`src/rtl/network_arbiter_mc.sv`:
```
// network_arbiter_mc: per-channel trust flags written through an addressed
// state port, plus a round-robin arbiter for the shared network port. Each
// grant is held for a bounded time and is withdrawn from any channel that
// becomes untrusted.

module network_arbiter_mc #(
  parameter int                N_CHAN          = 4,
  parameter int                DATA_W          = 32,
  parameter logic [DATA_W-1:0] UNTRUSTED_VALUE = DATA_W'(32'h0000_0002),
  parameter int                HOLD_MAX        = 16,
  localparam int               CW              = $clog2(N_CHAN)
) (
  input  logic              clk,
  input  logic              resetn,
  input  logic              wr_en,
  input  logic [CW-1:0]     wr_chan,
  input  logic [DATA_W-1:0] wr_data,
  input  logic [N_CHAN-1:0] req,
  output logic [N_CHAN-1:0] trusted,
  output logic [N_CHAN-1:0] grant,
  output logic              grant_valid,
  output logic              wr_err
);

  localparam int HW = $clog2(HOLD_MAX);
  localparam logic [HW-1:0] HOLD_LAST = HW'(HOLD_MAX - 1);

  localparam logic [0:0] ST_IDLE = 1'b0;
  localparam logic [0:0] ST_BUSY = 1'b1;

  logic [0:0]        state_r;
  logic [CW-1:0]     owner_r;
  logic [CW-1:0]     rr_ptr_r;
  logic [HW-1:0]     hold_cnt_r;
  logic [N_CHAN-1:0] trusted_r;
  logic [N_CHAN-1:0] grant_r;
  logic              grant_valid_r;
  logic              wr_err_r;

  logic [0:0]        state_n_s;
  logic [CW-1:0]     owner_n_s;
  logic [CW-1:0]     rr_ptr_n_s;
  logic [HW-1:0]     hold_n_s;
  logic [N_CHAN-1:0] grant_n_s;
  logic [N_CHAN-1:0] elig_s;
  logic              wr_in_range_s;
  logic [CW:0]       pick_idle_s;
  logic [CW:0]       pick_next_s;

  // Returns {found, index} of the first set mask bit at or after start, wrapping.
  function automatic logic [CW:0] rr_pick(input logic [N_CHAN-1:0] mask,
                                          input logic [CW-1:0]     start);
    logic          found;
    logic [CW-1:0] idx;
    int            pos;
    found = 1'b0;
    idx   = {CW{1'b0}};
    for (int i = 0; i < N_CHAN; i++) begin
      pos = (int'(start) + i) % N_CHAN;
      if (!found && mask[pos]) begin
        found = 1'b1;
        idx   = CW'(pos);
      end
    end
    return {found, idx};
  endfunction

  // Channel index following c, wrapping modulo N_CHAN.
  function automatic logic [CW-1:0] next_chan(input logic [CW-1:0] c);
    return CW'((int'(c) + 1) % N_CHAN);
  endfunction

  // One-hot vector with bit c set.
  function automatic logic [N_CHAN-1:0] onehot(input logic [CW-1:0] c);
    return {{(N_CHAN-1){1'b0}}, 1'b1} << c;
  endfunction

  // Eligibility uses the registered trust flags, so a same-cycle write cannot
  // influence this cycle's arbitration.
  assign elig_s        = req & trusted_r;
  assign wr_in_range_s = ({1'b0, wr_chan} < (CW+1)'(N_CHAN));

  // Arbitration FSM next-state: idle pick, owner drop, hold-limit rotation.
  always_comb begin
    state_n_s   = state_r;
    owner_n_s   = owner_r;
    rr_ptr_n_s  = rr_ptr_r;
    hold_n_s    = hold_cnt_r;
    grant_n_s   = grant_r;
    pick_idle_s = rr_pick(elig_s, rr_ptr_r);
    pick_next_s = rr_pick(elig_s & ~onehot(owner_r), next_chan(owner_r));
    case (state_r)
      ST_IDLE: begin
        if (pick_idle_s[CW]) begin
          grant_n_s = onehot(pick_idle_s[CW-1:0]);
          owner_n_s = pick_idle_s[CW-1:0];
          hold_n_s  = {HW{1'b0}};
          state_n_s = ST_BUSY;
        end else begin
          grant_n_s = {N_CHAN{1'b0}};
        end
      end
      ST_BUSY: begin
        if (!elig_s[owner_r]) begin
          // Owner dropped its request or lost trust: always pass through IDLE.
          grant_n_s  = {N_CHAN{1'b0}};
          rr_ptr_n_s = next_chan(owner_r);
          state_n_s  = ST_IDLE;
        end else if ((hold_cnt_r == HOLD_LAST) && pick_next_s[CW]) begin
          // Hold budget spent and someone is waiting: hand over directly.
          grant_n_s  = onehot(pick_next_s[CW-1:0]);
          owner_n_s  = pick_next_s[CW-1:0];
          hold_n_s   = {HW{1'b0}};
          rr_ptr_n_s = next_chan(owner_r);
        end else begin
          grant_n_s = onehot(owner_r);
          if (hold_cnt_r != HOLD_LAST) begin
            hold_n_s = hold_cnt_r + HW'(1);
          end else begin
            hold_n_s = hold_cnt_r;
          end
        end
      end
      default: begin
        grant_n_s = {N_CHAN{1'b0}};
        state_n_s = ST_IDLE;
      end
    endcase
  end

  // Arbitration state and registered grant outputs.
  always_ff @(posedge clk) begin
    if (!resetn) begin
      state_r       <= ST_IDLE;
      owner_r       <= {CW{1'b0}};
      rr_ptr_r      <= {CW{1'b0}};
      hold_cnt_r    <= {HW{1'b0}};
      grant_r       <= {N_CHAN{1'b0}};
      grant_valid_r <= 1'b0;
    end else begin
      state_r       <= state_n_s;
      owner_r       <= owner_n_s;
      rr_ptr_r      <= rr_ptr_n_s;
      hold_cnt_r    <= hold_n_s;
      grant_r       <= grant_n_s;
      grant_valid_r <= |grant_n_s;
    end
  end

  // Trust flags: full-width compare against the untrusted marker on write.
  always_ff @(posedge clk) begin
    if (!resetn) begin
      trusted_r <= {N_CHAN{1'b1}};
    end else begin
      for (int i = 0; i < N_CHAN; i++) begin
        if (wr_en && (wr_chan == CW'(i))) begin
          trusted_r[i] <= (wr_data != UNTRUSTED_VALUE);
        end
      end
    end
  end

  // One-cycle error pulse for writes addressed past the last channel.
  always_ff @(posedge clk) begin
    if (!resetn) begin
      wr_err_r <= 1'b0;
    end else begin
      wr_err_r <= wr_en & ~wr_in_range_s;
    end
  end

  assign trusted     = trusted_r;
  assign grant       = grant_r;
  assign grant_valid = grant_valid_r;
  assign wr_err      = wr_err_r;

  network_arbiter_mc_chk #(.N_CHAN(N_CHAN)) u_chk (
    .clk     (clk),
    .resetn  (resetn),
    .trusted (trusted_r),
    .grant   (grant_r)
  );

endmodule

// Invariant checker: grant is one-hot or zero and only ever lands on a channel
// that was trusted in the preceding cycle.
module network_arbiter_mc_chk #(
  parameter int N_CHAN = 4
) (
  input logic              clk,
  input logic              resetn,
  input logic [N_CHAN-1:0] trusted,
  input logic [N_CHAN-1:0] grant
);

  a_grant_onehot0: assert property (@(posedge clk) disable iff (!resetn)
    $onehot0(grant));

  a_grant_trusted: assert property (@(posedge clk) disable iff (!resetn)
    ((grant & ~$past(trusted)) == {N_CHAN{1'b0}}));

endmodule

```
`config.mk`:
```
export PLATFORM = sky130hd
export DESIGN_NAME = network_arbiter_mc
export DESIGN_NICKNAME = d
export VERILOG_FILES = /design/src/rtl/network_arbiter_mc.sv
export SDC_FILE = /design/constraint.sdc
export NUM_CORES = 1
export LEC_CHECK = 0
export CAP_MARGIN = 10
export CORE_AREA = 2 2 57 59
export CTS_CLUSTER_SIZE = 28
export DETAILED_ROUTE_END_ITERATION = 10
export DIE_AREA = 0 0 59 61
export PLACE_DENSITY = 0.78
export SYNTH_ARGS = -nofsm -noshare
export SYNTH_HDL_FRONTEND = slang
export SYNTH_SLANG_ARGS = --single-unit
```
`constraint.sdc`:
```
create_clock -name clk -period 2.8 [get_ports clk]
set_clock_uncertainty 0.15 [all_clocks]
set_input_delay 0.7 -clock clk [delete_from_list [all_inputs] [get_ports clk]]
set_output_delay 0.7 -clock clk [all_outputs]
set_load 0.05 [all_outputs]
```
==> results <==
- The count of instances resized after the clock tree is built is 0.
- Entering global routing, the biggest net connects 19 pins.
- The smallest clock period supported by the final layout is computed as 2.65 ns.
- In the synthesized netlist, the cells that appear most often are sky130_fd_sc_hd__dfxtp_1, sky130_fd_sc_hd__nand2_1, sky130_fd_sc_hd__nor4_1, sky130_fd_sc_hd__o21ai_0.
- In the final layout, the share of cells above drive strength 1 is 0.139.
- The overall routing resource usage is 0.226.
- At the end of routability-driven placement, the weighted congestion stood at 0.920.
- For this block, the via count after detailed routing is 1470.
- The power density over cell area is 460 mW/mm^2.
- Measured along the x axis, the die boundary spans slightly below 60 um.
- The first detailed-routing pass ran for 4 iterations.
- The post-route clock period utilization is 0.946.
- The share of the Yosys chip area taken by registers is 0.291.
- At the end of the flow, the number of nets in the layout was 256.
- The tightest min-delay check is of the reg -> reg type.
- Measured along the y axis, the die boundary spans ~60 um.
- Yosys mapped a number of flops with a built-in enable equal to 0.
- The most critical setup path has its startpoint at req[1].
- The clock tree from TritonCTS is yes.
- During placement, the flow inserted port buffers numbering 49.
- The cts-stage hold buffer count is 0.
- Walking the worst path, the cells encountered are clkdlybuf4s50_1 -> nand2_1 -> mux4_2 -> nor2_4 -> o22ai_1 -> a211o_2 -> and3_1.
- IR analysis of the VDD net gives a maximum drop of 156 uV.
- The worst path meets setup with 0.152 ns of slack.
- The tree built by TritonCTS fans out to 18 sinks.
- On the worst path, the slowest cell contributes a delay of between 0.5 and 0.6 ns.
- The initial core utilization is 0.419.
- TritonCTS created 3 clock buffers.
- The area share of the largest cell type after synthesis is 0.291.
- The post-synthesis instance total is ~150.
- With fillers left out, the area of the finished cells amounts to roughly 0.0019 mm^2.
- The count of final setup violators is 0.
- The leakage power summed over all cells is 0.748 nW.
- The worst pin sits at a relative slew slack of 0.577.
- The number of global-route vias before repair is between 1000 and 1500.
- The reg-to-reg critical path startpoint is owner_r[0]$_SDFFE_PN0P_.
- Setup repair after global routing left no endpoint under its margin.
- In the routed layout, each cell is associated on average with a via count of slightly above 6.
- In this run, the number of DRC markers left after iteration 0 of detailed routing was 75.
- The die covers 0.00360 mm^2.
- The cell at the root of the clock tree is sky130_fd_sc_hd__clkbuf_4.
- Among all flip-flop cells after synthesis, the most frequent one is sky130_fd_sc_hd__dfxtp_1.
- In this run the number of H-tree levels came out at 1.
- The initial antenna violation count is 0.
- For this run, asynchronously set or reset flops after synthesis account for 0.
- At the later pin of the worst-skew pair, clock insertion delay measures 0.31 ns.
- Along the worst hold path, the cell count comes to 2.
- During I/O placement, the number of pins put on the boundary was 51.
- The measured slew at the worst slew-check pin is 0.635 ns.
- The critical register-to-register path endpoint is grant_valid$_SDFF_PN0_.
- The footprint of the multi-input gates is 852 um^2.
- The total of fill cells in the finished design is 256.
- In this run the cell area measured after placement is 0.00185 mm^2.
- The sequential cells in the finished layout cover a total of 360 um^2.
- Yosys printed 0 warnings.
- The number of distinct library cell variants in the gate-level netlist after synthesis is 49.
- The max-slew violation count is 0.
- The final routed wirelength across all metal layers is 3790 um.
- The remaining number of nets flagged by the antenna check after routing is 0.
- Once the clock tree was built, the setup fixing pass inserted 0 buffers.
- The average cell area after synthesis is 8.48 um^2.
- At the placement stage, the worst setup path has a slack of -0.138 ns.
- The setup check on the worst reg-to-reg path leaves a slack of 0.22 ns.
- Compared with the post-synthesis result, the final layout area differs by 52.2%.
- The number of maximum-capacitance constraint violations is 0.
- In this run the cell area of the synthesized design comes to 0.00124 mm^2.
- After detailed routing, the number of remaining DRC violations is 0.
- Once detailed placement completed, the half-perimeter wirelength came to between 3000 and 4000 um.
- The highest attainable clock frequency is 378 MHz.
- The startpoint type of the worst setup path is an input pin.
- The flow ran to the end, and the final reports show no timing, DRC or antenna violations.
- The data required time of the worst path is around 2.9 ns.
- The first global-routing pass estimated 6150 um of wire.
- The path with the worst hold slack has its endpoint at hold_cnt_r[1]$_SDFFE_PN0P_.
- The launch point of the worst hold path is hold_cnt_r[1]$_SDFFE_PN0P_.
- The post-layout total power is about 0.00087 W.
- The cell row count is 20.
- The slowest stage cell on the critical path is sky130_fd_sc_hd__mux4_2.
- By area the synthesized netlist is led by sky130_fd_sc_hd__dfxtp_1, sky130_fd_sc_hd__nand2_1, sky130_fd_sc_hd__ha_1, sky130_fd_sc_hd__nor4_1, sky130_fd_sc_hd__o21a_1.
- The number of nets in the synthesized netlist is 192.
- For this run the aggregate overflow at the end of global routing stands at 0.
- By startpoint and endpoint, the worst setup path is classified as in -> reg.
- Synthesis inferred 18 register bits.
- The worst register-to-register path has a depth of 8.
- The most area-hungry cell type in the Yosys netlist is sky130_fd_sc_hd__dfxtp_1.
- The number of hold violations in the final report is 0.
- The endpoint class of the critical path is a flop.
- 0 antenna diodes ended up in the layout.
- After detailed routing, the average wire length per cell comes to 15.7 um.
- The register clock-pin slew on the reported worst setup and hold paths is approximately 0.1 ns.
- The maximum count of clock buffers along a single path is 2.
- Of all nets on the critical path, the largest fanout is 5.
- In this run the standard cell core region covers 0.00295 mm^2.
- For the worst setup path, the data arrival time is 2.70 ns.
## power breakdown
group          switching [W]  internal [W]  leakage (nW)
clock              0.0000850     0.0000794        0.0210
combinational       0.000204      0.000195         0.579
sequential         0.0000245      0.000280         0.148
total               0.000313      0.000554         0.748
## logic make-up after synthesis
kind of cell	synth area share
other	0.00303
adders and majority gates	0.0505
muxes	0.0343
buffers and inverters	0.0212
DFF	0.291
and+or+nand+nor	0.337
xor gates and xnor gates	0.00707
AOI/OAI and AO/OA	0.256
## critical path: cells and delay by family
kind	cells	cell delay, ns
AND/OR/NAND/NOR	3	0.43
multiplexers	1	0.55
buffers and inverters	1	0.54
AO/OA/AOI/OAI	2	0.48
## through the flow
step | cells | TNS [ns] | util | hold slack [ns]
detailed placement | 238 | -0.573 | 0.626 | 0.351
global placement | 238 | -0.142 | 0.626 | 0.321
finish | 242 | 0 | 0.639 | 0.361
floorplan | 146 | 0 | - | 0.304
global route | 242 | 0 | 0.639 | 0.402
CTS | 242 | 0 | 0.639 | 0.365
## registers in the layout (all words and copies together) (netlist names)
signal,cells
state_r,1
hold_cnt_r,4
owner_r,2
rr_ptr_r,2
trusted,4
grant_valid,1
grant,4
## layer usage
| layer | part of all wire | vias to the layer above | global-route usage |
|---|---|---|---|
| met3 | 0.075 | 9 | 0.0277 |
| met1 | 0.37 | 682 | 0.235 |
| li1 | - | 692 | - |
| met2 | 0.53 | 87 | 0.452 |
| met4 | 0.021 | 0 | 0.0942 |
| met5 | 0 | - | 0 |
## layout by cell type, fill, tap and decap left out, types with 2 or more instances in the layout
cell	count
sky130_fd_sc_hd__nor2_1	5
sky130_fd_sc_hd__ha_1	5
sky130_fd_sc_hd__nand2_1	18
sky130_fd_sc_hd__dfxtp_1	18
sky130_fd_sc_hd__o22ai_1	3
sky130_fd_sc_hd__clkbuf_4	3
sky130_fd_sc_hd__o31ai_1	2
sky130_fd_sc_hd__inv_1	4
sky130_fd_sc_hd__and2_1	3
sky130_fd_sc_hd__o21a_1	5
sky130_fd_sc_hd__a21boi_0	2
sky130_fd_sc_hd__and3_1	3
sky130_fd_sc_hd__nand4b_1	3
sky130_fd_sc_hd__o21ai_0	7
sky130_fd_sc_hd__nand3_1	6
sky130_fd_sc_hd__nor2b_1	3
sky130_fd_sc_hd__or3_1	4
sky130_fd_sc_hd__a21oi_1	6
sky130_fd_sc_hd__a41oi_1	2
sky130_fd_sc_hd__nand3b_1	4
sky130_fd_sc_hd__a222oi_1	2
sky130_fd_sc_hd__nor4_1	7
sky130_fd_sc_hd__buf_4	12
sky130_fd_sc_hd__nand4_1	3
sky130_fd_sc_hd__clkdlybuf4s50_1	49
sky130_fd_sc_hd__o211ai_1	3
sky130_fd_sc_hd__or2_2	2
sky130_fd_sc_hd__mux2i_1	2
## cell type report
class	count	area share
clock buffers	4	0.0192
inverters	4	0.00796
multi-input cells	122	0.452
flip-flops and latches	18	0.191
well taps	33	0.0219
repair buffers	61	0.308
## how the worst max path moves through the flow
| stage | to | depth (start not counted) |
|---|---|---|
| after global placement | owner_r[0]$_SDFFE_PN0P_ | 7 |
| after CTS | owner_r[0]$_SDFFE_PN0P_ | 7 |
| final | owner_r[0]$_SDFFE_PN0P_ | 7 |
| after global routing | owner_r[0]$_SDFFE_PN0P_ | 7 |
| after detailed placement | owner_r[0]$_SDFFE_PN0P_ | 7 |
| after floorplan | grant_valid$_SDFF_PN0_ | 8 |
Note: power is estimated with default switching activity, not from simulation.
